$ cat config.mk
export PLATFORM = sky130hd
export DESIGN_NAME = systolic_feeder_flat
export DESIGN_NICKNAME = d
export VERILOG_FILES = /design/src/rtl/systolic_feeder_pkg.sv /design/src/rtl/systolic_feeder_if.sv /design/src/rtl/feeder_row_buf.sv /design/src/rtl/systolic_feeder.sv /design/src/flat_wrapper.sv
export SDC_FILE = /design/constraint.sdc
export NUM_CORES = 1
export LEC_CHECK = 0
export ABC_AREA = 1
export ABC_CLOCK_PERIOD_IN_PS = 3000
export BUFFER_PORTS_ARGS = -buffer_cell sky130_fd_sc_hd__buf_2
export CELL_PAD_IN_SITES_DETAIL_PLACEMENT = 0
export CELL_PAD_IN_SITES_GLOBAL_PLACEMENT = 1
export CORE_ASPECT_RATIO = 0.9
export CORE_MARGIN = 2
export CORE_UTILIZATION = 35
export CTS_CLUSTER_DIAMETER = 50
export DETAILED_ROUTE_END_ITERATION = 8
export GPL_TIMING_DRIVEN = 0
export PLACE_DENSITY_LB_ADDON = 0.1
export SLEW_MARGIN = 0
export SYNTH_ARGS = -nofsm -noshare
export SYNTH_HDL_FRONTEND = slang
export SYNTH_SLANG_ARGS = --single-unit
$ cat constraint.sdc
create_clock -name clk -period 3 [get_ports clk]
set_input_delay 0.45 -clock clk [delete_from_list [all_inputs] [get_ports clk]]
set_output_delay 0.45 -clock clk [all_outputs]
set_load 0.02 [all_outputs]
$ cat src/rtl/systolic_feeder_pkg.sv
// Shared definitions for the systolic array row feeder: FSM encoding and default tile geometry.
package systolic_feeder_pkg;

  typedef enum logic [1:0] {
    StLoad,
    StFeed,
    StDrain
  } state_e;

  localparam int unsigned DefM         = 5;
  localparam int unsigned DefN         = 3;
  localparam int unsigned DefK         = 4;
  localparam int unsigned DefDataWidth = 8;

endpackage

$ cat src/rtl/systolic_feeder_if.sv
// Row-input handshake and skewed output stream of the systolic feeder.
interface systolic_feeder_if
  import systolic_feeder_pkg::*;
#(
  parameter int unsigned DATA_WIDTH = DefDataWidth,
  parameter int unsigned N          = DefN
) ();

  logic                  in_valid;
  logic                  in_ready;
  logic [DATA_WIDTH*N-1:0] in_row;
  logic [DATA_WIDTH*N-1:0] X;
  logic                  busy;
  logic                  done;

  modport master (
    output in_valid,
    output in_row,
    input  in_ready,
    input  X,
    input  busy,
    input  done
  );

  modport slave (
    input  in_valid,
    input  in_row,
    output in_ready,
    output X,
    output busy,
    output done
  );

endinterface

$ cat src/rtl/feeder_row_buf.sv
// M-entry row register file with one write port and a full combinational read-out.
module feeder_row_buf #(
  parameter int unsigned M          = 5,
  parameter int unsigned N          = 3,
  parameter int unsigned DATA_WIDTH = 8,
  localparam int unsigned AW        = (M > 1) ? $clog2(M) : 1,
  localparam int unsigned RowW      = DATA_WIDTH * N
) (
  input  logic                   clk,
  input  logic                   we,
  input  logic [AW-1:0]          waddr,
  input  logic [RowW-1:0]        wdata,
  output logic [M-1:0][RowW-1:0] rdata
);

  logic [M-1:0][RowW-1:0] mem;

  // Contents are don't-care until loaded, so no reset.
  always_ff @(posedge clk) begin
    if (we) begin
      mem[waddr] <= wdata;
    end
  end

  assign rdata = mem;

endmodule

$ cat src/rtl/systolic_feeder.sv
// Loads an M-row X tile, streams it (diagonally skewed when FEEDER_SKEW_EN is defined) into a
// systolic array, then drains zeros for DRAIN_CYC cycles and pulses done.
module systolic_feeder
  import systolic_feeder_pkg::*;
#(
  parameter int unsigned M          = DefM,
  parameter int unsigned N          = DefN,
  parameter int unsigned K          = DefK,
  parameter int unsigned DATA_WIDTH = DefDataWidth,
  parameter int unsigned DRAIN_CYC  = N + K
) (
  input  logic              clk,
  input  logic              rst,
  systolic_feeder_if.slave  bus
);

  localparam int unsigned RowW = DATA_WIDTH * N;
  localparam int unsigned RW   = (M > 1) ? $clog2(M) : 1;
`ifdef FEEDER_SKEW_EN
  localparam int unsigned FeedLen = M + N - 1;
`else
  localparam int unsigned FeedLen = M;
`endif
  localparam int unsigned CntMax = (FeedLen > DRAIN_CYC) ? FeedLen : DRAIN_CYC;
  localparam int unsigned CW     = $clog2(CntMax + 1);

  state_e               state_q, state_d;
  logic [RW-1:0]        row_cnt_q, row_cnt_d;
  logic [CW-1:0]        cnt_q, cnt_d;
  logic [RowW-1:0]      x_q, x_d;
  logic                 done_q, done_d;
  logic                 we;
  logic [CW-1:0]        step_sel;
  logic [RowW-1:0]      x_step;
  logic [M-1:0][RowW-1:0] rows_rd, rows_eff;

  assign we = (state_q == StLoad) && bus.in_valid;

  feeder_row_buf #(
    .M          (M),
    .N          (N),
    .DATA_WIDTH (DATA_WIDTH)
  ) u_row_buf (
    .clk   (clk),
    .we    (we),
    .waddr (row_cnt_q),
    .wdata (bus.in_row),
    .rdata (rows_rd)
  );

  // Step 0 is computed on the edge that writes the last row, so forward the pending write.
  always_comb begin
    rows_eff = rows_rd;
    if (we) begin
      rows_eff[row_cnt_q] = bus.in_row;
    end
  end

  assign step_sel = (state_q == StLoad) ? '0 : cnt_q + 1'b1;

  always_comb begin
    int idx;
    x_step = '0;
`ifdef FEEDER_SKEW_EN
    for (int i = 0; i < int'(N); i++) begin
      idx = int'(step_sel) - i;
      if (idx >= 0 && idx < int'(M)) begin
        x_step[i*DATA_WIDTH +: DATA_WIDTH] = rows_eff[idx[RW-1:0]][i*DATA_WIDTH +: DATA_WIDTH];
      end
    end
`else
    idx = int'(step_sel);
    if (idx < int'(M)) begin
      x_step = rows_eff[idx[RW-1:0]];
    end
`endif
  end

  always_comb begin
    state_d   = state_q;
    row_cnt_d = row_cnt_q;
    cnt_d     = cnt_q;
    x_d       = '0;
    done_d    = 1'b0;
    unique case (state_q)
      StLoad: begin
        if (we) begin
          if (row_cnt_q == RW'(M - 1)) begin
            state_d   = StFeed;
            row_cnt_d = '0;
            cnt_d     = '0;
            x_d       = x_step;
          end else begin
            row_cnt_d = row_cnt_q + 1'b1;
          end
        end
      end
      StFeed: begin
        if (cnt_q == CW'(FeedLen - 1)) begin
          cnt_d = '0;
          if (DRAIN_CYC == 0) begin
            state_d = StLoad;
            done_d  = 1'b1;
          end else begin
            state_d = StDrain;
          end
        end else begin
          cnt_d = cnt_q + 1'b1;
          x_d   = x_step;
        end
      end
      StDrain: begin
        if (cnt_q == CW'(DRAIN_CYC - 1)) begin
          state_d = StLoad;
          cnt_d   = '0;
          done_d  = 1'b1;
        end else begin
          cnt_d = cnt_q + 1'b1;
        end
      end
      default: state_d = StLoad;
    endcase
  end

  always_ff @(posedge clk or negedge rst) begin
    if (!rst) begin
      state_q   <= StLoad;
      row_cnt_q <= '0;
      cnt_q     <= '0;
      x_q       <= '0;
      done_q    <= 1'b0;
    end else begin
      state_q   <= state_d;
      row_cnt_q <= row_cnt_d;
      cnt_q     <= cnt_d;
      x_q       <= x_d;
      done_q    <= done_d;
    end
  end

  assign bus.in_ready = (state_q == StLoad);
  assign bus.busy     = (state_q != StLoad);
  assign bus.X        = x_q;
  assign bus.done     = done_q;

endmodule
$ cat src/flat_wrapper.sv
// flat-port wrapper written by rule: the top's interface ports become plain ports
module systolic_feeder_flat import systolic_feeder_pkg::*;
#(
  parameter int unsigned M          = DefM,
  parameter int unsigned N          = DefN,
  parameter int unsigned K          = DefK,
  parameter int unsigned DATA_WIDTH = DefDataWidth,
  parameter int unsigned DRAIN_CYC  = N + K
)
  (clk, rst, bus_in_valid, bus_in_row, bus_in_ready, bus_X, bus_busy, bus_done);
  systolic_feeder_if #(.DATA_WIDTH(DATA_WIDTH), .N(N)) bus_i ();
  input  logic clk;
  input  logic rst;
  input wire logic [$bits(bus_i.in_valid)-1:0] bus_in_valid;
  input wire logic [$bits(bus_i.in_row)-1:0] bus_in_row;
  output wire logic [$bits(bus_i.in_ready)-1:0] bus_in_ready;
  output wire logic [$bits(bus_i.X)-1:0] bus_X;
  output wire logic [$bits(bus_i.busy)-1:0] bus_busy;
  output wire logic [$bits(bus_i.done)-1:0] bus_done;
  assign bus_i.in_valid = bus_in_valid;
  assign bus_i.in_row = bus_in_row;
  assign bus_in_ready = bus_i.in_ready;
  assign bus_X = bus_i.X;
  assign bus_busy = bus_i.busy;
  assign bus_done = bus_i.done;
  systolic_feeder #(.M(M), .N(N), .K(K), .DATA_WIDTH(DATA_WIDTH), .DRAIN_CYC(DRAIN_CYC)) u_core (.clk(clk), .rst(rst), .bus(bus_i));
endmodule
# Yosys cells after proc, flatten, opt, wreduce, memory -nomap -nowiden
# Cells that the tools add are included.
dict set report totals {
  ff_bits 153
  in_bits 27
  out_inout_bits 27
  word_cells 58
}
dict set report classes {
  add_sub_neg 2
  n_lt_le_gt_ge 4
  n_eq_ne 9
  muxes 25
  n_reduce_logical 8
}
# op n
set ops {}
lappend ops {{24-bit 2-to-1 mux} 6}
lappend ops {{120-bit bitwise mux} 1}
lappend ops {{120-bit 2-to-1 mux} 1}
lappend ops {{24-bit binary-select mux with 3-bit select} 1}
lappend ops {{24-bit demux with 3-bit select} 1}
lappend ops {{24-bit one-hot mux with 2 select lines} 1}
lappend ops {{3-bit 2-to-1 mux} 6}
lappend ops {{3-bit == test, second input constant} 3}
lappend ops {{3-bit one-hot mux with 3 select lines} 1}
lappend ops {{3-bit by 4-bit less-than comparator with 1-bit output, second input constant} 2}
lappend ops {{2-bit 2-to-1 mux} 4}
lappend ops {{2-bit by 1-bit != test with 1-bit output, second input constant} 4}
lappend ops {{3-bit by 1-bit adder with 3-bit output, second input constant} 2}
lappend ops {{2-bit one-hot mux with 3 select lines} 1}
lappend ops {{4-bit AND reduction} 1}
lappend ops {{3-bit by 1-bit >= comparator with 1-bit output, second input constant} 1}
lappend ops {{3-bit less-than comparator, second input constant} 1}
lappend ops {{3-bit AND reduction} 1}
lappend ops {{3-bit nonzero test} 1}
lappend ops {{2-bit by 1-bit == test with 1-bit output, second input constant} 1}
lappend ops {{2-bit == test, second input constant} 1}
lappend ops {{1-bit logical AND} 2}
lappend ops {{2-bit logical NOT} 1}
lappend ops {{1-bit 2-to-1 mux} 2}
lappend ops {{2 further kinds} 2}

# Logic depth before layout (Yosys ltp)
# Gate-level depths: netlist of the first run.
dict set report logic_depth {
  depth_word 12
  depth_mapped 13
  mapped_depth_nobuf 11
}

# Cells and area by module
# Synthesis of the first run repeated with hierarchy kept, for this count alone.
dict set report hier_totals {
  hier_cells 792
  hier_area_um2 7405.9
}
# mod instances cells_each area_per_inst_um2
set modules_own_cells {}
lappend modules_own_cells {systolic_feeder 1 659 3743.6}
lappend modules_own_cells {feeder_row_buf 1 133 3662.3}

# Least setup slack after synthesis of the first run
# Ideal clock, no wire load.
dict set report synth_path {
  kind {flip-flop to flip-flop}
  start {register u_core.cnt_q[0]}
  end {register u_core.x_q[0] (netlist: u_core.bus.X[0])}
  setup_ns 0.133
  t_arrival_ns 2.139
  required_time_ns 2.867
  slack_ns 0.728
  path_stages_with_launch 14
  synth_period_minus_slack_ns 2.272
  cell_sequence {dfrtp_1 clkbuf_1 inv_1 buf_1 ha_1 inv_1 nor2_1 nor2_1 buf_4 buf_2 nand2_1 nand2_1 nand2_1 a21oi_1}
}
dict set report synth_via {
  elab_chain_cells 8
  elab_cells_between_ends 11
  classes_between {add/sub (1); order compare (1); eq/ne (1); mux (8)}
}
# element line
set synth_lines {}
lappend synth_lines {{start, declared} systolic_feeder.sv:29} ;# logic [CW-1:0] cnt_q, cnt_d;
lappend synth_lines {{start signal, assigned} systolic_feeder.sv:135} ;# cnt_q <= cnt_d;
lappend synth_lines {{3-bit by 1-bit adder with 3-bit output} systolic_feeder.sv:59} ;# assign step_sel = (state_q == StLoad) ? '0 : cnt_q + 1'b1;
lappend synth_lines {{3-bit 2-to-1 mux} systolic_feeder.sv:59}
lappend synth_lines {{24-bit binary-select mux with 3-bit select} systolic_feeder.sv:74} ;# x_step = rows_eff[idx[RW-1:0]];
lappend synth_lines {{24-bit 2-to-1 mux (implied by the code)} systolic_feeder.sv:74}
lappend synth_lines {{24-bit 2-to-1 mux} systolic_feeder.sv:73} ;# if (idx < int'(M)) begin
lappend synth_lines {{24-bit 2-to-1 mux} systolic_feeder.sv:88} ;# if (row_cnt_q == RW'(M - 1)) begin
lappend synth_lines {{24-bit 2-to-1 mux} systolic_feeder.sv:87} ;# if (we) begin
lappend synth_lines {{24-bit one-hot mux with 2 select lines *} systolic_feeder.sv:85} ;# unique case (state_q)
lappend synth_lines {{named net u_core.x_d[0]} systolic_feeder.sv:30} ;# logic [RowW-1:0] x_q, x_d;
lappend synth_lines {{end signal, assigned} systolic_feeder.sv:130} ;# x_q <= '0;
lappend synth_lines {{end signal, assigned} systolic_feeder.sv:136} ;# x_q <= x_d;
lappend synth_lines {{end, declared} systolic_feeder.sv:30}
# The timed path passes the listed nets; every way through them passes the cells marked *. The select of a mux whose other input is x is not followed.
# A chain may end at the register's enable or synchronous reset.

# Worst setup path after layout of the first run
dict set report layout_path {
  start {register u_core.cnt_q[0]}
  end {register u_core.x_q[4] (netlist: u_core.bus.X[4])}
}
# Same word-level chain as after synthesis.

==> qor.yml, run 1 <==
global_routing:
  track_usage_pct: 22.7
  grt_max_degree: 34
  grt_pass1_wl_um: 34000
  first_global_vias: 5618
  antenna_violations_before_repair: 0
  gr-total-overflow: 0
power:
  share_clk_of_total_power_pct: 22.0
  netSwitchingPower_mw: 4.26
  power.density_mw_per_mm2: 1250
  comb_power_share_pct: 45.6
  swShare_pct: 43.1
  seqPwrFrac_pct: 32.3
  ir_worst_vdd_mv: 0.523
  total_chip_power_mw: 9.87
  p_leak_nw: 4.00
  internal_power_mw: 5.61
min_path:
  hold_class: "in -> async"
clock_network:
  clock_insertion_delay_worst_skew_ps: 420
  clock_tree_from_tritoncts: "built"
  clkTransAtPathRegs_ps: 70
  clockRootBuffer: "sky130_fd_sc_hd__clkbuf_16"
  clock_tree.htree_level_count: 4
  cts.sink_count: 153
  cts-buffers-inserted: 17
  max-clock-path-buffers: 2
routing:
  via_per_inst: 4.80
  dr_wl_met2_um: 8850
  detail_route.iter0.violations: 455
  route.final.wire_length_um: 22100
  remaining_drc_errors: 0
  detail_route.first_pass.iterations: 5
  route.layer.met1.wl_um: 11900
  via_count: 6053
  met3_length_um: 1140
  average_routed_wire_per_standard_cell_um: 17.5
  top_signal_layer_used: "met4"
  ant_nets: 0
critical_path:
  worst-path-max-fanout: 10
  cp-end-kind: "flop"
  timing.critical_path.from_type: "flop"
  critPathKind: "reg -> reg"
  crit_path_cell_trace: "clkinvlp_4, ha_1, inv_1, nor2_2, nor2_1, clkbuf_2, nand3_1, nand2_1, nor2_1, a21oi_1"
  cp.arrival_ps: 2910
  cp_slowest_cell: "sky130_fd_sc_hd__dfrtp_1"
  cp_slowest_stage_delay_ps: 580
  crit_path_frequent_cell: "sky130_fd_sc_hd__nor2_1"
  required_time_reported_for_the_critical_path_endpoint_ps: 3290
timing:
  finalClockSkew_ps: 9.44
  finalSetupTns_ps: 0
  hold_viol_final: 0
  finalMaxSlewViolations: 0
  layout_min_cycle_time_ps: 2620
  period_share_pct: 87.5
  worst_slew_margin_rel_pct: 41.9
  measured_slew_at_the_worst_slew_check_pin_ps: 871
  setup_repair_after_global_routing_missed_its_margin: "no"
  finalSetupViolCount: 0
  timing.fmax_mhz: 381
final_layout:
  area_delta_synth_final_pct: 17.5
  drive_above_1_share_pct: 12.2
  diodes: 0
  post_layout_nonfiller_instances: 1260
  design.final.nets: 1035
logic_synthesis:
  ff_latch_count_synth: 153
  synthMuxAreaShare_pct: 0
  netlist-cell-type-count: 25
  largest_family_of_logic_cells_by_synthesized_area: "simple AND/OR/NAND/NOR gates"
  ys_seq_area_share_pct: 48.1
  yosys.area_share.adder_pct: 1.86
  synth.cell_area_mm2: 0.00672
  synthesis.area_per_instance_um2: 7.25
  synth.net_count: 964
  ys_warn_count: 0
  yosys.area_share.simple_pct: 34.9
  synth_compound_gate_area_share_pct: 6.41
  synth_cells: 927
  yosys.area_share.xor_xnor_pct: 0.130
floorplan:
  die_height_um: 135
  rows: 48
  dieArea_mm2: 0.0203
  boundaryPins: 54
  floorplan.die.width_um: 150
  start_util_pct: 35.4
  placeableCoreArea_mm2: 0.0190
outcome:
  result_of_the_run: "finished clean"
place:
  place_hpwl_um: 16000
  port_buffers: 53
  routabilityCongestion: 0.807
  dp.cells: 1230
job:
  maxCapViolCount: 0
## power by group through the flow
stage	clock network, mW	registers [mW]	logic, mW
finish	2.17	3.19	4.51
global route	2.31	3.28	5.10
CTS	2.22	3.18	4.50
detailed placement	0	3.22	4.47
global placement	0	3.21	4.48
floorplan	0	3.30	2.92
## cells in the final DEF (no fill, tap or decap)
master	n
sky130_fd_sc_hd__o22ai_1	1
sky130_fd_sc_hd__nand3_1	193
sky130_fd_sc_hd__nand2_2	2
sky130_fd_sc_hd__o21ai_1	25
sky130_fd_sc_hd__clkbuf_16	17
sky130_fd_sc_hd__clkinvlp_4	4
sky130_fd_sc_hd__dfxtp_1	120
sky130_fd_sc_hd__bufinv_16	2
sky130_fd_sc_hd__inv_1	88
sky130_fd_sc_hd__dfrtp_1	33
sky130_fd_sc_hd__clkbuf_2	2
sky130_fd_sc_hd__o21bai_1	1
sky130_fd_sc_hd__nor3b_1	1
sky130_fd_sc_hd__buf_4	6
sky130_fd_sc_hd__o21ai_0	31
sky130_fd_sc_hd__a31oi_1	1
sky130_fd_sc_hd__and2_1	24
sky130_fd_sc_hd__a21oi_1	26
sky130_fd_sc_hd__buf_1	1
sky130_fd_sc_hd__xnor2_1	1
sky130_fd_sc_hd__clkinv_4	2
sky130_fd_sc_hd__inv_6	1
sky130_fd_sc_hd__clkbuf_1	22
sky130_fd_sc_hd__or2_2	1
sky130_fd_sc_hd__nor2_2	4
sky130_fd_sc_hd__ha_1	10
sky130_fd_sc_hd__clkbuf_8	3
sky130_fd_sc_hd__buf_2	74
sky130_fd_sc_hd__inv_2	1
sky130_fd_sc_hd__clkinv_2	2
sky130_fd_sc_hd__nor2_4	2
sky130_fd_sc_hd__nor2_1	10
sky130_fd_sc_hd__nand2_1	299
## worst paths after layout
path | startpoint | to | slack (ps) | depth (start not counted)
worst max register to register | u_core.cnt_q[0] | u_core.bus.X[4] | 380 | 10
worst max-delay path | u_core.cnt_q[0] | u_core.bus.X[4] | 380 | 10
max in group asynchronous | rst | u_core.bus.X[13] | 2300 | 1
min in group clk | bus_in_row[14] | u_core.u_row_buf.rdata[38] | 320 | 3
worst min register to register | u_core.u_row_buf.rdata[46] | u_core.u_row_buf.rdata[46] | 440 | 2
worst min-delay path | rst | u_core.bus.X[15] | 140 | 1
## per-stage QoR
stage	area [µm²]	util (%)	hold slack, ps	worst slack, ps
finish	7890	41.6	140	375
global route	7890	41.6	203	170
detailed placement	7300	38.4	428	-336
floorplan	6720	-	154	728
CTS	7900	41.6	161	163
global placement	7300	38.4	423	-313
## kinds of logic (layout without fill, tap and decap cells)
kind of cell,Yosys count,in the layout
AOI/OAI and AO/OA,85,85
xor gates and xnor gates,1,1
adders and majority gates,10,10
buffers and inverters,142,225
DFF,153,153
and+or+nand+nor,536,536
## flip-flops by register name (all words and copies together) (netlist names)
name and count:
u_core.state_q 2, u_core.bus.X 24, u_core.u_row_buf.rdata 120, u_core.cnt_q 3, u_core.bus.done 1, u_core.row_cnt_q 3
## synthesized netlist by cell type
cell	n	area, µm²
sky130_fd_sc_hd__buf_1	2	7.51
sky130_fd_sc_hd__a21oi_1	26	130
sky130_fd_sc_hd__and2_1	24	150
sky130_fd_sc_hd__nand2_1	299	1120
sky130_fd_sc_hd__a31oi_1	1	6.26
sky130_fd_sc_hd__dfrtp_1	33	826
sky130_fd_sc_hd__nor2_4	2	22.5
sky130_fd_sc_hd__clkbuf_1	24	90.1
sky130_fd_sc_hd__inv_2	1	3.75
sky130_fd_sc_hd__o21ai_0	31	155
sky130_fd_sc_hd__o22ai_1	1	6.26
sky130_fd_sc_hd__xnor2_1	1	8.76
sky130_fd_sc_hd__buf_2	21	105
sky130_fd_sc_hd__or2_2	1	6.26
sky130_fd_sc_hd__buf_4	5	37.5
sky130_fd_sc_hd__o21bai_1	1	7.51
sky130_fd_sc_hd__dfxtp_1	120	2400
sky130_fd_sc_hd__nor2_1	11	41.3
sky130_fd_sc_hd__inv_1	89	334
sky130_fd_sc_hd__ha_1	10	125
sky130_fd_sc_hd__nor2_2	3	18.8
sky130_fd_sc_hd__nand3_1	193	966
sky130_fd_sc_hd__o21ai_1	25	125
sky130_fd_sc_hd__nor3b_1	1	7.51
sky130_fd_sc_hd__nand2_2	2	12.5
## per-layer routing
layer	vias to the layer above	GRT usage, %
met5	-	0
met4	0	4.87
met3	14	4.51
met2	138	30.9
met1	2798	36.4
li1	3103	-
## cell type report
type	instances	area, µm²
Inverter	90	342
Sequential cell	153	3230
Clock buffer	21	470
Buffer	50	235
Clock inverter	10	119
Multi-Input combinational cell	632	2910
Timing Repair Buffer	54	273
Tap cell	250	313
Fill cell	2067	11100
## timing repair
action	CTS	global route
setup buffers	1	0
gates resized for setup	2	4
hold buffers	0	0
pin swaps	0	0
endpoints found under the setup margin	24	10
## worst max-delay path, delay by kind of cell, from the launching register on
kind,cells,cell delay (ps)
AND/OR/NAND/NOR,5,870
flip-flops,1,580
adder cells (fa/ha/maj),1,340
buffers and inverters,3,530
AO/OA/AOI/OAI,1,150
Power figures use the tool's default switching activity.
==> run 2: changes to the inputs <==
--- a/config.mk
+++ b/config.mk
@@ -6,7 +6,7 @@
 export NUM_CORES = 1
 export LEC_CHECK = 0
 export ABC_AREA = 1
-export ABC_CLOCK_PERIOD_IN_PS = 3000
+export ABC_CLOCK_PERIOD_IN_PS = 2400
 export BUFFER_PORTS_ARGS = -buffer_cell sky130_fd_sc_hd__buf_2
 export CELL_PAD_IN_SITES_DETAIL_PLACEMENT = 0
 export CELL_PAD_IN_SITES_GLOBAL_PLACEMENT = 1
@@ -20,4 +20,5 @@
 export SLEW_MARGIN = 0
 export SYNTH_ARGS = -nofsm -noshare
 export SYNTH_HDL_FRONTEND = slang
+export SYNTH_HIERARCHICAL = 1
 export SYNTH_SLANG_ARGS = --single-unit
==> constraint.sdc (replaced) <==
create_clock -name clk -period 2.4 [get_ports clk]
set_input_delay 0.36 -clock clk [delete_from_list [all_inputs] [get_ports clk]]
set_output_delay 0.36 -clock clk [all_outputs]
set_load 0.02 [all_outputs]
==> qor.yml, run 2 <==
logic_synthesis:
  ys.flop_type: "sky130_fd_sc_hd__edfxtp_1"
  yosys.area_share.simple_pct: 24.1
  post-synth-top-area-cell: "sky130_fd_sc_hd__edfxtp_1"
  synthesis.area_per_instance_um2: 9.35
  synth.cell_area_mm2: 0.00741
  synthMuxAreaShare_pct: 0
  synth.cells.most_frequent: "sky130_fd_sc_hd__nand3_1 (196), sky130_fd_sc_hd__nand2_1 (157), sky130_fd_sc_hd__edfxtp_1 (120), sky130_fd_sc_hd__inv_1 (88), sky130_fd_sc_hd__o21ai_0 (42)"
  netlist-cell-type-count: 25
  yosys.area_share.adder_pct: 1.69
  ff_latch_count_synth: 153
  yosysMostFrequentCell: "sky130_fd_sc_hd__nand3_1"
  yosys.area_share.xor_xnor_pct: 0.118
  post_synth_edffs: 120
  post_synth_main_area_contributors: "sky130_fd_sc_hd__edfxtp_1 (49%), sky130_fd_sc_hd__nand3_1 (13%), sky130_fd_sc_hd__dfrtp_1 (11%)"
  largest_family_of_logic_cells_by_synthesized_area: "simple AND/OR/NAND/NOR gates"
  synth_compound_gate_area_share_pct: 6.10
  ys_seq_area_share_pct: 59.8
  synth_cells: 792
  ys_async_sr_fraction_pct: 21.6
  synth.net_count: 829
  ys_warn_count: 6
  netlist.area_leader.share_pct: 48.7
final_layout:
  area_delta_synth_final_pct: 18.0
  diodes: 0
  design_area_mm2: 0.00874
  layout.area.seq_mm2: 0.00443
  final_cell_mix: "sky130_fd_sc_hd__nand3_1 (196), sky130_fd_sc_hd__nand2_1 (157), sky130_fd_sc_hd__edfxtp_1 (120)"
  design.final.nets: 904
  num-fill-cells: 2077
  multi_input_area_mm2: 0.00243
  drive_above_1_share_pct: 16.7
  layout.cells.most_common: "sky130_fd_sc_hd__nand3_1"
  largest_reg_flops: 120
floorplan:
  floorplan.die.width_um: 157
  placeableCoreArea_mm2: 0.0208
  start_util_pct: 35.7
  boundaryPins: 54
  dieArea_mm2: 0.0223
  die_height_um: 142
  rows: 50
timing:
  finalMaxSlewViolations: 0
  layout_min_cycle_time_ps: 2240
  post-route-worst-setup-slack_ps: 160
  finalSetupViolCount: 0
  hold_viol_final: 0
  measured_slew_at_the_worst_slew_check_pin_ps: 935
  worst_slew_margin_rel_pct: 37.5
  finalClockSkew_ps: 9.49
  timing.fmax_mhz: 446
  setup_repair_after_global_routing_missed_its_margin: "no"
  period_share_pct: 93.3
  finalSetupTns_ps: 0
  hold-worst-slack_ps: 23.4
clock_network:
  cts.sink_count: 153
  cts-buffers-inserted: 17
  clock_tree_from_tritoncts: "built"
  clock_insertion_delay_worst_skew_ps: 430
  clkTransAtPathRegs_ps: 60
  clockRootBuffer: "sky130_fd_sc_hd__clkbuf_16"
  hold_fix_buffers_at_cts: 0
  clock_tree.htree_level_count: 4
  max-clock-path-buffers: 2
global_routing:
  first_global_vias: 5476
  antenna_violations_before_repair: 0
  grt_pass1_wl_um: 32400
  gr-total-overflow: 0
  grt_max_degree: 34
  track_usage_pct: 19.6
critical_path:
  cp-startpoint: "u_core/state_q[0]"
  crit_end: "u_core/u_row_buf/rdata[99]"
  regToRegEndpoint: "u_core/u_row_buf/rdata[99]"
  cp.arrival_ps: 2290
  cp-end-kind: "flop"
  timing.critical_path.from_type: "flop"
  critPathKind: "reg -> reg"
  worst-path-max-fanout: 24
  r2r_start: "u_core/state_q[0]"
  r2r.worst_path.cells: 6
  required_time_reported_for_the_critical_path_endpoint_ps: 2450
  setup.reg_to_reg.worst_slack_ps: 160
min_path:
  hold_class: "in -> async"
routing:
  average_routed_wire_per_standard_cell_um: 18.3
  via_count: 5965
  detail_route.iter0.violations: 516
  remaining_drc_errors: 0
  detail_route.first_pass.iterations: 6
  via_per_inst: 5.12
  ant_nets: 0
  route.final.wire_length_um: 21300
place:
  placed_standard_cell_area_mm2: 0.00811
  dp_worst_setup_slack_ps: -490
  routabilityCongestion: 0.776
  place_hpwl_um: 14800
  port_buffers: 53
power:
  ir_worst_vdd_mv: 0.473
  power.density_mw_per_mm2: 1160
  p_leak_nw: 3.81
outcome:
  result_of_the_run: "finished clean"
job:
  maxCapViolCount: 0
[run 2: cell types whose count changed after synthesis, sizes merged]
cell / before / now
and2: 24 / 0
xnor2: 1 / 0
inv: 90 / 92
edfxtp: 0 / 120
o21bai: 1 / 0
nand3: 193 / 196
a31oi: 1 / 25
a22o: 0 / 1
a21oi: 26 / 3
nand2: 301 / 162
o21ai: 56 / 53
dfxtp: 120 / 0
nor2: 16 / 41
xor2: 0 / 1
[run 2: layout make-up]
type,count,share of cell area (%)
Inverter,92,3.95
Sequential cell,153,50.7
Clock buffer,22,5.44
Timing Repair Buffer,56,3.84
Multi-Input combinational cell,495,27.8
Buffer,52,3.13
Tap cell,286,4.09
Clock inverter,10,1.07
[run 2: logic make-up (layout without fill, tap and decap cells)]
logic type,after synthesis,in the layout
flops,153,153
buf+inv,144,232
xor+xnor,1,1
fa+ha+maj,10,10
simple gates,401,401
compound gates,83,83
[run 2: report_power, final]
part	total [mW]	switching, mW	leakage, nW	internal [mW]
registers	3.33	0.147	1.52	3.19
clock network	2.60	1.09	0.272	1.52
logic	4.24	3.04	2.02	1.20
[run 2: how the worst min path moves through the flow]
stage,start,cells past startpoint,end,slack [ps]
2_1_floorplan,rst,0,u_core/bus.X[0],60
3_3_place_gp,rst,1,u_core/state_q[0],480
3_5_place_dp,rst,1,u_core/state_q[1],500
4_1_cts,rst,1,u_core/bus.X[2],50
5_1_grt,rst,1,u_core/state_q[0],90
6_report,rst,1,u_core/state_q[0],20
[run 2: worst max-delay path, cell delays in order, from the launching register on]
cell                      delay (ps)
sky130_fd_sc_hd__dfrtp_1         410
sky130_fd_sc_hd__inv_2           120
sky130_fd_sc_hd__ha_4            200
sky130_fd_sc_hd__nand2_1         110
sky130_fd_sc_hd__inv_2           130
sky130_fd_sc_hd__nand2_2         140
sky130_fd_sc_hd__nor2_4          730
[run 2: through the flow]
stage / cells / power [mW] / util, %
finish: 1166 / 10.2 / 42.1
global route: 1166 / 10.8 / 42.1
CTS: 1166 / 10.2 / 42.0
detailed placement: 1134 / 7.49 / 39.1
global placement: 1131 / 7.37 / 38.7
floorplan: 792 / 6.06 / -
[run 2: repair_timing]
action,in CTS,in global routing
endpoints found under the setup margin,110,68
resized for setup,11,17
setup buffers,0,0
pin swaps,2,1
gates cloned,0,0
[run 2: layer usage]
metal	vias up	GRT usage (%)	part of all wire, %
met4	0	5.36	1.5
met3	27	4.42	4.7
li1	2837	-	-
met1	2919	28.4	48
met5	-	0	0
met2	182	29.5	46
==> run 3: changes to the inputs <==
--- a/config.mk
+++ b/config.mk
@@ -5,7 +5,6 @@
 export SDC_FILE = /design/constraint.sdc
 export NUM_CORES = 1
 export LEC_CHECK = 0
-export ABC_AREA = 1
 export ABC_CLOCK_PERIOD_IN_PS = 2400
 export BUFFER_PORTS_ARGS = -buffer_cell sky130_fd_sc_hd__buf_2
 export CELL_PAD_IN_SITES_DETAIL_PLACEMENT = 0
==> qor.yml, run 3 <==
logic_synthesis:
  post_synth_edffs: 120
  ys_warn_count: 6
  synth.cells.most_frequent: "sky130_fd_sc_hd__edfxtp_1 (120), sky130_fd_sc_hd__mux2i_1 (48), sky130_fd_sc_hd__dfrtp_1 (33), sky130_fd_sc_hd__nor3_1 (26), sky130_fd_sc_hd__nand3_1 (24)"
  post-synth-top-area-cell: "sky130_fd_sc_hd__edfxtp_1"
  ys_async_sr_fraction_pct: 21.6
  post_synth_main_area_contributors: "sky130_fd_sc_hd__edfxtp_1 (56%), sky130_fd_sc_hd__dfrtp_1 (13%), sky130_fd_sc_hd__mux2i_1 (7.5%)"
  netlist.area_leader.share_pct: 56.5
  synth_cells: 414
  netlist-cell-type-count: 46
  ys.flop_type: "sky130_fd_sc_hd__edfxtp_1"
  synth.net_count: 451
  yosysMostFrequentCell: "sky130_fd_sc_hd__edfxtp_1"
  synthesis.area_per_instance_um2: 15.4
  synth.cell_area_mm2: 0.00638
  ff_latch_count_synth: 153
  ys_seq_area_share_pct: 69.4
floorplan:
  floorplan.die.width_um: 146
  boundaryPins: 54
  dieArea_mm2: 0.0193
  rows: 46
  placeableCoreArea_mm2: 0.0177
  start_util_pct: 36.0
  die_height_um: 132
place:
  routabilityCongestion: 0.747
  dp.cells: 709
  placed_standard_cell_area_mm2: 0.00699
  port_buffers: 53
  dp_worst_setup_slack_ps: -934
  place_hpwl_um: 9330
power:
  p_leak_nw: 2.98
  share_clk_of_total_power_pct: 27.5
  power.density_mw_per_mm2: 1230
  total_chip_power_mw: 9.53
  ir_worst_vdd_mv: 0.602
  seqPwrFrac_pct: 36.2
  comb_power_share_pct: 36.2
  internal_power_mw: 6.24
  netSwitchingPower_mw: 3.29
  swShare_pct: 34.5
routing:
  route.final.wire_length_um: 15800
  remaining_drc_errors: 0
  via_count: 3909
  via_per_inst: 5.19
  detail_route.first_pass.iterations: 5
  ant_nets: 0
  detail_route.iter0.violations: 320
  average_routed_wire_per_standard_cell_um: 21.0
global_routing:
  grt_pass1_wl_um: 24200
  first_global_vias: 3943
  grt_max_degree: 34
  track_usage_pct: 17.0
  antenna_violations_before_repair: 1
  gr-total-overflow: 0
clock_network:
  clock_insertion_delay_worst_skew_ps: 420
  clockRootBuffer: "sky130_fd_sc_hd__clkbuf_16"
  hold_fix_buffers_at_cts: 0
  cts-buffers-inserted: 17
  clock_tree.htree_level_count: 4
  clkTransAtPathRegs_ps: 60
  cts.sink_count: 153
  clock_tree_from_tritoncts: "built"
  max-clock-path-buffers: 2
final_layout:
  drive_above_1_share_pct: 28.7
  layout.cells.most_common: "sky130_fd_sc_hd__edfxtp_1"
  final_cell_mix: "sky130_fd_sc_hd__edfxtp_1 (120), sky130_fd_sc_hd__buf_2 (57), sky130_fd_sc_hd__mux2i_1 (48)"
  design.final.nets: 536
  post_layout_nonfiller_instances: 753
  design_area_mm2: 0.00777
  num-fill-cells: 1644
  largest_reg_flops: 120
  area_delta_synth_final_pct: 21.7
timing:
  measured_slew_at_the_worst_slew_check_pin_ps: 897
  period_share_pct: 96.2
  finalSetupTns_ps: 0
  layout_min_cycle_time_ps: 2310
  finalClockSkew_ps: 5.55
  finalSetupViolCount: 0
  worst_slew_margin_rel_pct: 40.2
  post-route-worst-setup-slack_ps: 92.3
  hold_viol_final: 0
  timing.fmax_mhz: 433
  setup_repair_after_global_routing_missed_its_margin: "yes"
  finalMaxSlewViolations: 0
critical_path:
  required_time_reported_for_the_critical_path_endpoint_ps: 2680
  r2r_start: "u_core/cnt_q[0]"
  cp-startpoint: "u_core/cnt_q[0]"
  cp-end-kind: "flop"
  critPathKind: "reg -> reg"
  timing.critical_path.from_type: "flop"
  cp.arrival_ps: 2590
  worst-path-max-fanout: 10
min_path:
  hold_class: "in -> async"
job:
  maxCapViolCount: 0
outcome:
  result_of_the_run: "finished clean"
## run 3: cell count changes in the layout (fill, tap and decap cells not counted), moves of 14 or more
| cell | change |
|---|---|
| sky130_fd_sc_hd__o311ai_1 | +16 |
| sky130_fd_sc_hd__nand3_1 | -172 |
| sky130_fd_sc_hd__nand2_1 | -149 |
| sky130_fd_sc_hd__clkbuf_1 | -14 |
| sky130_fd_sc_hd__inv_1 | -80 |
| sky130_fd_sc_hd__nor3_1 | +26 |
| sky130_fd_sc_hd__mux2i_1 | +48 |
| sky130_fd_sc_hd__a31oi_1 | -25 |
| sky130_fd_sc_hd__o21ai_0 | -34 |
| sky130_fd_sc_hd__o32ai_1 | +22 |
## run 3: timing repair
item / in CTS / in global routing
resized for setup: 18 / 20
setup buffers: 3 / 7
pin swaps: 2 / 4
gates cloned: 1 / 0
endpoints found under the setup margin: 99 / 116
## run 3: logic make-up (layout without fill, tap and decap cells)
| family | count (synthesis) | count (layout) | synth area share, % |
|---|---|---|---|
| other cells | 0 | 1 | 0 |
| flops | 153 | 153 | 69.4 |
| fa+ha+maj | 10 | 10 | 1.96 |
| buf+inv | 36 | 134 | 3.33 |
| mux | 48 | 48 | 7.53 |
| xor+xnor | 2 | 2 | 0.275 |
| compound gates | 64 | 64 | 8.59 |
| simple gates | 101 | 101 | 8.90 |
## run 3: area by class of cell
class / count / area, µm² / area share (%)
plain buffers: 27 / 240 / 3.09
clock inverters: 10 / 116 / 1.50
inverters: 9 / 37.5 / 0.483
flip-flops and latches: 153 / 4430 / 57.0
multi-input cells: 225 / 1810 / 23.3
clock buffers: 22 / 464 / 5.98
well taps: 240 / 300 / 3.87
repair buffers: 66 / 370 / 4.77
diodes: 1 / 2.50 / 0.0322
## run 3: per-layer routing
metal  vias up  routed length, µm  track usage, %  part of all wire, %
li1       1804                  -               -                    -
met1      1975               7300            23.4                   46
met2       109               7420            26.2                   47
met3        21                785            3.94                  5.0
met4         0                305            6.63                  1.9
met5         -                  0               0                    0
## run 3: path summary, 6_finish.rpt
path / to / slack, ps / depth (start not counted)
setup reg to reg: u_core/bus.X[12] / 90 / 9
hold reg to reg: u_core/bus.X[1] / 550 / 2
max in group asynchronous: u_core/bus.X[7] / 1780 / 1
hold / removal: u_core/state_q[1] / 70 / 1
min in group clk: u_core/u_row_buf/rdata[103] / 200 / 1
setup / recovery: u_core/bus.X[12] / 90 / 9
## run 3: stage by stage
| step | hold slack [ps] | util, % |
|---|---|---|
| after global routing | 138 | 43.8 |
| after global placement | 534 | 39.3 |
| final | 67.9 | 43.8 |
| after detailed placement | 530 | 39.4 |
| after CTS | 116 | 43.2 |
| after floorplan | 64.4 | - |
## run 3: critical path, cell delays in order (launching register included)
cell and delay [ps]:
sky130_fd_sc_hd__dfrtp_1 360, sky130_fd_sc_hd__buf_6 150, sky130_fd_sc_hd__inv_1 110, sky130_fd_sc_hd__clkbuf_8 160, sky130_fd_sc_hd__ha_1 280, sky130_fd_sc_hd__buf_6 190, sky130_fd_sc_hd__clkinvlp_4 180, sky130_fd_sc_hd__clkbuf_8 200
sky130_fd_sc_hd__o311ai_0 340, sky130_fd_sc_hd__o32ai_1 180
## run 3: power groups by stage
stage | clock network (mW) | registers, mW | logic (mW)
6_report | 2.63 | 3.46 | 3.45
5_1_grt | 2.80 | 3.49 | 3.75
4_1_cts | 2.69 | 3.45 | 3.31
3_5_place_dp | 0 | 3.50 | 3.21
3_3_place_gp | 0 | 3.50 | 3.16
2_1_floorplan | 0 | 3.63 | 2.06
